### src/rtl/cpu_pkg.sv
// cpu_pkg: fetch state encoding and word size shared by the fetch datapath.
package cpu_pkg;
    typedef enum logic [1:0] {BOOT, RUN, HOLD} fetch_state_e;
    localparam logic [31:0] WORD_BYTES = 32'd4;
endpackage

### src/rtl/pc_fetch_ctrl_if.sv
// pc_fetch_if: control inputs and PC outputs of the fetch controller.
interface pc_fetch_if;
    logic        stall_i;
    logic        branch_i;
    logic        zero_i;
    logic [31:0] offset_sl2_i;
    logic        jump_i;
    logic [25:0] jump_idx_i;
    logic [31:0] pc_o;
    logic [31:0] pc_plus4_o;
    logic        redirect_o;
    logic        misalign_o;
    logic        busy_o;
    modport master (
        output stall_i, branch_i, zero_i, offset_sl2_i, jump_i, jump_idx_i,
        input  pc_o, pc_plus4_o, redirect_o, misalign_o, busy_o
    );
    modport slave (
        input  stall_i, branch_i, zero_i, offset_sl2_i, jump_i, jump_idx_i,
        output pc_o, pc_plus4_o, redirect_o, misalign_o, busy_o
    );
endinterface

### src/rtl/pc_fetch_ctrl_adder.sv
// Adder: 32-bit modulo-2^32 adder, carry out discarded.
module Adder (
    input  logic [31:0] a_i,
    input  logic [31:0] b_i,
    output logic [31:0] y_o
);
    assign y_o = a_i + b_i;
endmodule

### src/rtl/pc_fetch_ctrl.sv
// pc_fetch_ctrl: program counter with boot delay, stall hold and jump/branch redirect.
module pc_fetch_ctrl
    import cpu_pkg::*;
#(
    parameter logic [31:0] RESET_PC  = 32'h0000_0000,
    parameter int unsigned BOOT_WAIT = 1
) (
    input  logic        clk_i,
    input  logic        rst_i,
    pc_fetch_if.slave   bus
);
    localparam int unsigned CW = (BOOT_WAIT > 1) ? $clog2(BOOT_WAIT) : 1;
    fetch_state_e state_q;
    logic [31:0]  pc_q, pc_d, pc_plus4, br_target;
    logic [CW-1:0] cnt_q;
    logic         redirect_q, redirect_d, misalign_q, misalign_d, take_br;
    Adder u_pc4 (.a_i(pc_q), .b_i(WORD_BYTES), .y_o(pc_plus4));
    Adder u_br  (.a_i(pc_plus4), .b_i(bus.offset_sl2_i), .y_o(br_target));
    always_comb begin
        take_br    = bus.branch_i & bus.zero_i;
        redirect_d = bus.jump_i | take_br;
        misalign_d = ~bus.jump_i & take_br & (|br_target[1:0]);
        pc_d       = bus.jump_i ? {pc_plus4[31:28], bus.jump_idx_i, 2'b00} :
                     take_br    ? {br_target[31:2], 2'b00} : pc_plus4;
    end
    // BOOT_WAIT of 0 and 1 both leave BOOT on the first edge after release.
    always_ff @(posedge clk_i or negedge rst_i) begin
        if (!rst_i) begin
            state_q    <= BOOT;
            pc_q       <= RESET_PC;
            cnt_q      <= '0;
            redirect_q <= 1'b0;
            misalign_q <= 1'b0;
        end else begin
            redirect_q <= 1'b0;
            case (state_q)
                BOOT: begin
                    if (32'(cnt_q) + 32'd1 >= BOOT_WAIT) state_q <= RUN;
                    else cnt_q <= cnt_q + 1'b1;
                end
                RUN, HOLD: begin
                    if (bus.stall_i) begin
                        state_q <= HOLD;
                    end else begin
                        state_q    <= RUN;
                        pc_q       <= pc_d;
                        redirect_q <= redirect_d;
                        misalign_q <= misalign_q | misalign_d;
                    end
                end
                default: state_q <= BOOT;
            endcase
        end
    end
    assign bus.pc_o       = pc_q;
    assign bus.pc_plus4_o = pc_plus4;
    assign bus.redirect_o = redirect_q;
    assign bus.misalign_o = misalign_q;
    assign bus.busy_o     = (state_q == BOOT);
endmodule

### src/flat_wrapper.sv
// flat-port wrapper written by rule: the top's interface ports become plain ports
module pc_fetch_ctrl_flat import cpu_pkg::*;
#(
    parameter logic [31:0] RESET_PC  = 32'h0000_0000,
    parameter int unsigned BOOT_WAIT = 1
)
  (clk_i, rst_i, bus_stall_i, bus_branch_i, bus_zero_i, bus_offset_sl2_i, bus_jump_i, bus_jump_idx_i, bus_pc_o, bus_pc_plus4_o, bus_redirect_o, bus_misalign_o, bus_busy_o);
  pc_fetch_if bus_i ();
  input  logic clk_i;
  input  logic rst_i;
  input wire logic [$bits(bus_i.stall_i)-1:0] bus_stall_i;
  input wire logic [$bits(bus_i.branch_i)-1:0] bus_branch_i;
  input wire logic [$bits(bus_i.zero_i)-1:0] bus_zero_i;
  input wire logic [$bits(bus_i.offset_sl2_i)-1:0] bus_offset_sl2_i;
  input wire logic [$bits(bus_i.jump_i)-1:0] bus_jump_i;
  input wire logic [$bits(bus_i.jump_idx_i)-1:0] bus_jump_idx_i;
  output wire logic [$bits(bus_i.pc_o)-1:0] bus_pc_o;
  output wire logic [$bits(bus_i.pc_plus4_o)-1:0] bus_pc_plus4_o;
  output wire logic [$bits(bus_i.redirect_o)-1:0] bus_redirect_o;
  output wire logic [$bits(bus_i.misalign_o)-1:0] bus_misalign_o;
  output wire logic [$bits(bus_i.busy_o)-1:0] bus_busy_o;
  assign bus_i.stall_i = bus_stall_i;
  assign bus_i.branch_i = bus_branch_i;
  assign bus_i.zero_i = bus_zero_i;
  assign bus_i.offset_sl2_i = bus_offset_sl2_i;
  assign bus_i.jump_i = bus_jump_i;
  assign bus_i.jump_idx_i = bus_jump_idx_i;
  assign bus_pc_o = bus_i.pc_o;
  assign bus_pc_plus4_o = bus_i.pc_plus4_o;
  assign bus_redirect_o = bus_i.redirect_o;
  assign bus_misalign_o = bus_i.misalign_o;
  assign bus_busy_o = bus_i.busy_o;
  pc_fetch_ctrl #(.RESET_PC(RESET_PC), .BOOT_WAIT(BOOT_WAIT)) u_core (.clk_i(clk_i), .rst_i(rst_i), .bus(bus_i));
endmodule
### config.mk
export PLATFORM = sky130hd
export DESIGN_NAME = pc_fetch_ctrl_flat
export DESIGN_NICKNAME = d
export VERILOG_FILES = /design/src/rtl/cpu_pkg.sv /design/src/rtl/pc_fetch_ctrl_if.sv /design/src/rtl/pc_fetch_ctrl_adder.sv /design/src/rtl/pc_fetch_ctrl.sv /design/src/flat_wrapper.sv
export SDC_FILE = /design/constraint.sdc
export NUM_CORES = 1
export LEC_CHECK = 0
export CORE_MARGIN = 10
export CORE_UTILIZATION = 51
export DETAILED_ROUTE_END_ITERATION = 16
export GPL_ROUTABILITY_DRIVEN = 0
export PLACE_DENSITY = 0.88
export SYNTH_ARGS = -nofsm -noshare
export SYNTH_HDL_FRONTEND = slang
export SYNTH_SLANG_ARGS = --single-unit
export TNS_END_PERCENT = 100
### constraint.sdc
create_clock -name clk_i -period 12.3 [get_ports clk_i]
set_clock_uncertainty 0.1 [all_clocks]
set_input_delay 2.46 -clock clk_i [delete_from_list [all_inputs] [get_ports clk_i]]
set_output_delay 2.46 -clock clk_i [all_outputs]
set_load 0.01 [all_outputs]
==> results.txt, run 1 <==
For hold timing, the worst endpoint is u_core.bus.misalign_o$_DFFE_PN0P_. The summed instance area of the synthesized netlist is 3854 µm². The critical path endpoint category is an output pin. The number of search-and-repair iterations in the first detailed-routing pass came out at 5. The number of cells on the worst reg-to-reg path is 18. The slowest stage of the critical path belongs to the cell sky130_fd_sc_hd__clkdlybuf4s50_1. The synthesized netlist devotes 12.05% of its cell area to XOR and XNOR gates.

The number of cells upsized or downsized after cts came out at 0. For the worst setup path, the data required time is 9740 ps. The achievable clock frequency came out at 172.2 MHz. The clock period minus worst slack came out at 5807 ps.

The peak fanout along the critical path came out at 7. In the layout the commonest cells are 125 x sky130_fd_sc_hd__clkdlybuf4s50_1, 60 x sky130_fd_sc_hd__nand2_1, 41 x sky130_fd_sc_hd__nor2_1, 39 x sky130_fd_sc_hd__ha_1, 36 x sky130_fd_sc_hd__o21ai_0. The kind of cell with the highest combined delay along the critical path is simple AND/OR/NAND/NOR gates.

The number of violations of the max-capacitance limit came out at 0. In this run the clock root is driven by a sky130_fd_sc_hd__clkbuf_8. The area growth from synthesis to layout is 37.21%. The run finished with clean final reports. The class of the most critical hold timing path is register to register. The maximum single-stage delay on the critical path came out at 640 ps. Setup repair after global routing left no endpoint under its margin.

The number of hold buffers added after CTS is 0. The kind of launch point of the worst setup path is a register. The detailed router placed 4,378 vias in this run. The longest clock path from root to sink contains 2 buffers. The worst IR drop on VDD came out at 0.1226 mV. The count of pins over their slew limit is 0.

The number of buffers inserted to repair setup after CTS came out at 0. The transition time of the tightest slew-check pin came out at 978.6 ps. The cell count after synthesis is 495. In this run the critical register-to-register path is captured at u_core.bus.pc_o[31]$_DFFE_PN0P_. The number of placement rows came out at 31. The post-synthesis compound-gate area fraction is 24.94%. The number of antenna diodes is 0.

The netlist uses 62 different library cells. The fraction of synthesis flops using an asynchronous set or reset pin came out at 100.0%. The share of layout cells above drive strength 1 came out at 4.221%.

The total clock sinks is 34. For the final routed database, the setup TNS stands at 0 ps. The mean instance size in the synthesized netlist came out at 7.785 µm². Sequential cells were found to cover 22.08% of the synthesized design area. The critical path goes through and4_1 > and3_2 > nand4_1 > nor2_1 > nand4_1 > nor2_1 > xor2_1 > clkdlybuf4s50_1.

The pre-CTS worst setup slack is 6820 ps. Among all flip-flop cells after synthesis, the most frequent one is sky130_fd_sc_hd__dfrtp_1. The number of global-route vias before repair came out at 4,473.

The global-route total usage across every layer came out at 23.89%. The CTS buffer count came out at 5. The worst flop-to-flop path startpoint is u_core.bus.pc_o[11]$_DFFE_PN0P_.

In this run the most critical hold path is launched from u_core.bus.misalign_o$_DFFE_PN0P_. Setup violations remaining at the end of the flow were counted as 0. The boundary pin count is 131. The setup slack of the worst register-to-register path came out at 7600 ps. The final worst-path setup slack came out at 6493 ps. After global routing the overflow that remains totals 0.

The number of hold violations in the final report is 0. After synthesis, the largest family of logic cells by area is compound AO/OA/AOI/OAI gates. The iteration-0 DRC count of the detailed router came out at 384. The simple-gate share of the synthesized area is 23.08%. The clock edge transition at the registers on the reported setup and hold paths came out at 80 ps. The total wire length came out at 14.10 mm. The DRC violation count after routing is 0. TritonCTS built the clock tree.

The critical path arrival came out at 3250 ps. The count of H-tree levels built during CTS came out at 2. The number of antenna violations at the first check in global routing is 0. Of the available clock period, the critical path in the final layout requires 47.21%. From bottom edge to top edge, the die measures 106.9 µm. The mean number of vias per cell is 6.123. The clock latency on the worst-skew pair came out at 300 ps. The type of the setup path with the least slack is register to output pin.

The power density relative to cell area is 248.0 nW/µm². The count of synthesis-stage warnings from yosys came out at 0. The detailed placement HPWL came out at 10.96 mm. The mux contribution to synthesized area came out at 1.591%. The library cell used most frequently in the layout, excluding fill and tap cells, is sky130_fd_sc_hd__clkdlybuf4s50_1. The area enclosed by the die boundary came out at 11,430 µm². The relative slew slack is 34.60%. Along the worst hold path, the cell count comes to 1.

The first global-routing pass estimated 22.57 mm of wire. The number of enable-type register cells in the synthesized netlist is 0. The detailed-route wire length per cell came out at 19.71 µm.

The pin count of the biggest net entering global routing came out at 49. The final layout contains 718 nets. The core area came out at 7292 µm².

The count of input and output buffers is 126. The initial standard-cell utilization of the core came out at 52.85%. The static leakage is 2.238 nW. The horizontal extent of the die is 106.9 µm. The adder and majority gate portion of the synthesized area is 12.66%.

The final antenna-violating net count is 0. The number of buffers and inverters on the critical path is 1. The flip-flop and latch count after synthesis is 34.
[worst reg2reg max path, delay by kind of cell (launching register included)]
family | cells | cell delay (ps)
xor+xnor | 3 | 530
simple gates | 9 | 2170
compound gates | 4 | 780
flops | 1 | 490
fa+ha+maj | 1 | 470
buf+inv | 1 | 60
[report_power, final]
| group | internal, mW | total, mW | switching (mW) |
|---|---|---|---|
| clock | 0.0566 | 0.102 | 0.0454 |
| sequential | 0.166 | 0.249 | 0.0834 |
| combinational | 0.456 | 0.960 | 0.504 |
| total | 0.678 | 1.31 | 0.633 |
[sequential cells by signal, summed over array words and instances (netlist names)]
name                   cells
u_core.bus.misalign_o      1
u_core.bus.redirect_o      1
u_core.state_q             2
u_core.bus.pc_o           30
[metal layers]
layer	up-vias	wire length (µm)	global-route usage [%]
met2	249	6835	41.48
met4	0	371	8.994
met1	2056	5708	27.87
met3	36	1180	5.629
met5	-	0	0
li1	2037	-	-
[logic make-up (layout without fill, tap and decap cells)]
kind of cell	count (synthesis)	count (layout)
simple gates	184	184
compound gates	147	147
xor+xnor	53	53
fa+ha+maj	39	39
flops	34	34
buf+inv	31	149
mux	6	6
other cells	1	4
[stage by stage]
stage / hold WS (ps) / instance area [µm²] / util, % / cells / power (mW)
after global placement: 362.3 / 5177 / 71.00 / 707 / 1.153
after floorplan: 413.4 / 3865 / - / 498 / 0.8053
after global routing: 412.7 / 5288 / 72.51 / 715 / 1.403
final: 387.9 / 5288 / 72.51 / 715 / 1.311
after CTS: 391.9 / 5288 / 72.51 / 715 / 1.295
after detailed placement: 371.8 / 5177 / 71.00 / 707 / 1.186
[cells in the mapped netlist (3+ instances only)]
master	instances	share of area [%]
sky130_fd_sc_hd__nand2_1	60	5.8
sky130_fd_sc_hd__nor2_1	41	4.0
sky130_fd_sc_hd__ha_1	39	13
sky130_fd_sc_hd__o21ai_0	36	4.7
sky130_fd_sc_hd__a21oi_1	34	4.4
sky130_fd_sc_hd__dfrtp_1	34	22
sky130_fd_sc_hd__xnor2_1	32	7.3
sky130_fd_sc_hd__xor2_1	21	4.8
sky130_fd_sc_hd__nand3_1	15	1.9
sky130_fd_sc_hd__a211oi_1	13	2.5
sky130_fd_sc_hd__and3_1	13	2.1
sky130_fd_sc_hd__o211ai_1	12	2.3
sky130_fd_sc_hd__inv_1	11	1.1
sky130_fd_sc_hd__nor3_1	11	1.4
sky130_fd_sc_hd__clkbuf_1	10	0.97
sky130_fd_sc_hd__nand4_1	10	1.6
sky130_fd_sc_hd__a21o_1	7	1.4
sky130_fd_sc_hd__a31oi_1	6	0.97
sky130_fd_sc_hd__and2_1	6	0.97
sky130_fd_sc_hd__nand2b_1	6	0.97
sky130_fd_sc_hd__nor2b_1	6	0.97
sky130_fd_sc_hd__mux2i_1	5	1.3
sky130_fd_sc_hd__o22ai_1	5	0.81
sky130_fd_sc_hd__buf_4	4	0.78
sky130_fd_sc_hd__o21bai_1	4	0.78
sky130_fd_sc_hd__o31ai_1	4	0.78
sky130_fd_sc_hd__buf_2	3	0.39
sky130_fd_sc_hd__or3_1	3	0.49
[cell type report]
class / instances / area, µm²
clock buffers: 8 / 110.1
flip-flops and latches: 34 / 850.8
fillers: 577 / 2004
inverters: 12 / 45.04
repair buffers: 129 / 1279
multi-input cells: 433 / 2879
well taps: 99 / 123.9
[worst max-delay path by stage]
stage	endpoint	cells past startpoint	start	slack (ps)
floorplan	u_core.bus.pc_o[24]$_DFFE_PN0P_	11	bus_offset_sl2_i[3]	7560
global placement	u_core.bus.pc_o[30]$_DFFE_PN0P_	12	bus_offset_sl2_i[21]	6930
detailed placement	u_core.bus.pc_o[24]$_DFFE_PN0P_	12	bus_offset_sl2_i[3]	6820
CTS	bus_pc_plus4_o[25]	8	u_core.bus.pc_o[11]$_DFFE_PN0P_	6570
global route	bus_pc_plus4_o[25]	8	u_core.bus.pc_o[11]$_DFFE_PN0P_	6350
finish	bus_pc_plus4_o[25]	8	u_core.bus.pc_o[11]$_DFFE_PN0P_	6490
No activity file was read; power rests on OpenSTA's default activity.
==> inputs of run 2 (changes only) <==
- CORE_UTILIZATION: 51 -> 47
- PLACE_DENSITY: 0.88 -> 0.82
- clock period: 12.3 -> 6 ns (I/O delays scaled with it)
==> run 2 against run 1 <==
  * Global-route usage shrank 2.7 points
  * Register-to-register slack worse by 6000 ps
  * Worst hold slack gained 4.5 ps
  * Sequential share of layout area down 0.061 points
  * Power up 100%
  * Largest cell class unchanged
  * Largest power group unchanged
==> results.txt, run 2 (synthesis results as in run 1) <==
The number of fill cells in the layout is 677 (+17%). The number of vias after detailed routing came out at 4,267 (-2.5%). The number of antenna diodes is 0 (unchanged). The detailed-route wire length per cell is 19.12 µm (-3.0%). The number of nets in the final layout came out at 719 (+0.14%). The count of input and output buffers came out at 126 (unchanged).

Setup repair after global routing left no endpoint under its margin. The final setup violation count is 0 (unchanged). In this run the critical register-to-register path is launched from u_core.bus.pc_o[11]$_DFFE_PN0P_.

The peak fanout along the critical path came out at 7 (unchanged). The number of cells upsized or downsized after cts is 0 (unchanged). The number of search-and-repair iterations in the first detailed-routing pass came out at 6 (+1). The clock period minus worst slack came out at 4424 ps. The number of hold violations in the final report came out at 0 (unchanged).

Leaving out fill and tap cells, the most frequent cell in the layout is sky130_fd_sc_hd__clkdlybuf4s50_1. The worst setup path is launched from a register. Among all stages on the critical path, the largest delay is contributed by sky130_fd_sc_hd__clkdlybuf4s50_1. The worst hold path endpoint is u_core.bus.misalign_o$_DFFE_PN0P_.

The boundary pin count came to 131 (unchanged). The area growth from synthesis to layout is 37.73%. The startpoint of the most critical hold path is u_core.bus.misalign_o$_DFFE_PN0P_. The count of H-tree levels built during CTS came out at 2 (unchanged).

The number of violations of the max-capacitance limit came out at 0 (unchanged). The clock latency on the worst-skew pair came to 300 ps (about the same). The run finished with clean final reports.

The detailed placement HPWL came out at 10.84 mm (-1.1%). The top cell types in the final layout, fill and taps aside, are 126 x sky130_fd_sc_hd__clkdlybuf4s50_1, 60 x sky130_fd_sc_hd__nand2_1, 41 x sky130_fd_sc_hd__nor2_1, 39 x sky130_fd_sc_hd__ha_1, 36 x sky130_fd_sc_hd__o21ai_0. The tightest min-delay check is of the register to register type. The initial standard-cell utilization of the core was 49.11% (-3.7 points). The worst IR drop on VDD is 0.2347 mV (+91%). The final antenna-violating net count is 0 (unchanged). The clock edge transition at the registers on the reported setup and hold paths came to 90 ps (about the same).

The relative slew slack came out at 24.29% (-10 points). The clock tree from TritonCTS is yes. The setup slack of the worst register-to-register path came out at 1580 ps (-6020 ps). The share of layout cells above drive strength 1 is 4.214% (-0.0068 points). The transition time of the tightest slew-check pin is 1136 ps (+157.1 ps). The largest buffer count on any clock path came out at 2 (unchanged).

The sum of overflow across all layers after global routing was 0 (unchanged). The static leakage is 2.235 nW (-0.11%). The critical path required time is 4700 ps (-5040 ps).

The cell sitting at the root of the clock tree is a sky130_fd_sc_hd__clkbuf_8. The critical path arrival was 3120 ps (-130 ps). The flip-flop count of the largest register, all copies and words added came to 30 (unchanged). The CTS buffer count came out at 5 (unchanged). The total wire length came out at 13.75 mm (-2.5%). The power density relative to cell area is 503.7 nW/µm² (+100%).

The core area was 7848 µm² (+7.6%). The total clock sinks came out at 34 (unchanged). The number of instances on the worst hold path is 1 (unchanged).

The count of pins over their slew limit came to 0 (unchanged). The number of global-route vias before repair was 4,289 (-4.1%). The total power is 2.673 mW (+100%). The global-route total usage across every layer came out at 21.21% (-2.7 points). The worst reg2reg path endpoint is u_core.bus.pc_o[31]$_DFFE_PN0P_. The pin count of the biggest net entering global routing was 35 (-29%). The DRC violation count after routing came to 0 (unchanged). For this run, the top clock speed supported by timing is 226.0 MHz. The global-route wire length before repair is 22.30 mm (-1.2%). The mean number of vias per cell came to 5.935 (-3.1%). The cell depth of the worst flop-to-flop path came out at 18 (unchanged). The iteration-0 DRC count of the detailed router came to 388 (+1.0%). The horizontal extent of the die came to 110.6 µm (+3.4%). The y dimension of the die came out at 110.6 µm (+3.4%). The area enclosed by the die boundary is 12,220 µm² (+6.9%). The summed negative setup slack over all endpoints is 0 ps (unchanged).

The number of placement rows is 32 (+3.2%). The final-layout worst hold slack is 392.4 ps (+4.523 ps). The core utilization of the finished layout came to 67.63% (-4.9 points). The number of buffers inserted to repair setup after CTS came out at 0 (unchanged). The number of hold buffers added after CTS came out at 0 (unchanged). The critical path endpoint category is an output pin. The number of antenna violations at the first check in global routing came out at 0 (unchanged).

The maximum single-stage delay on the critical path is 630 ps (about the same). The share of the clock period used by the worst path after layout is 73.74%. Traced cell by cell, the critical path runs through and4_1 > and3_2 > nand4_1 > nor2_1 > nand4_1 > nor2_1 > xor2_1 > clkdlybuf4s50_1. The worst setup path is of the register to output pin kind.
==> run 2: cell types whose count changed in the layout (fill, tap and decap cells not counted) <==
cell,change
sky130_fd_sc_hd__buf_2,-1
sky130_fd_sc_hd__buf_4,+1
sky130_fd_sc_hd__bufinv_16,+1
sky130_fd_sc_hd__clkbuf_8,-3
sky130_fd_sc_hd__clkdlybuf4s50_1,+1
sky130_fd_sc_hd__clkinvlp_4,+2
==> run 2: metal layers <==
| metal | wire length (µm) | up-vias | GRT usage, % |
|---|---|---|---|
| met4 | 116 | 0 | 4.059 |
| met5 | 0 | - | 0 |
| met3 | 1110 | 13 | 4.754 |
| li1 | - | 2044 | - |
| met1 | 5635 | 2010 | 25.58 |
| met2 | 6881 | 200 | 37.48 |
==> run 2: worst max-delay path by stage <==
stage                                          startpoint  cells past startpoint                              end
after detailed placement  u_core.bus.pc_o[11]$_DFFE_PN0P_                     18  u_core.bus.pc_o[31]$_DFFE_PN0P_
after global placement    u_core.bus.pc_o[11]$_DFFE_PN0P_                     18  u_core.bus.pc_o[31]$_DFFE_PN0P_
final                     u_core.bus.pc_o[11]$_DFFE_PN0P_                      8               bus_pc_plus4_o[25]
after global routing      u_core.bus.pc_o[12]$_DFFE_PN0P_                     18  u_core.bus.pc_o[31]$_DFFE_PN0P_
after CTS                 u_core.bus.pc_o[11]$_DFFE_PN0P_                     18  u_core.bus.pc_o[31]$_DFFE_PN0P_
after floorplan           u_core.bus.pc_o[11]$_DFFE_PN0P_                     18  u_core.bus.pc_o[31]$_DFFE_PN0P_
==> run 2: where the power goes <==
group | switching [mW] | internal, mW
Combinational | 0.997 | 0.935
Clock | 0.0996 | 0.124
Sequential | 0.178 | 0.340
==> run 2: cell type report <==
type,count,area (µm²),share of cell area [%]
multi-input cells,433,2879,54.24
clock buffers,5,68.82,1.297
inverters,12,45.04,0.8487
flip-flops and latches,34,850.8,16.03
repair buffers,130,1291,24.33
well taps,102,127.6,2.405
clock inverters,3,45.04,0.8487
==> run 2: critical path: cells and delay by family, from the launching register on <==
kind                      cells  cell delay, ps
xor gates and xnor gates      1             370
buffers and inverters         1             630
DFF                           1             460
and+or+nand+nor               6            1370
==> run 2: metrics by stage <==
| stage | instance area [µm²] | instances | worst slack (ps) |
|---|---|---|---|
| 2_1_floorplan | 3865 | 498 | 1981 |
| 3_3_place_gp | 5194 | 711 | 1760 |
| 3_5_place_dp | 5194 | 711 | 1625 |
| 4_1_cts | 5308 | 719 | 1608 |
| 5_1_grt | 5308 | 719 | 1299 |
| 6_report | 5308 | 719 | 1576 |
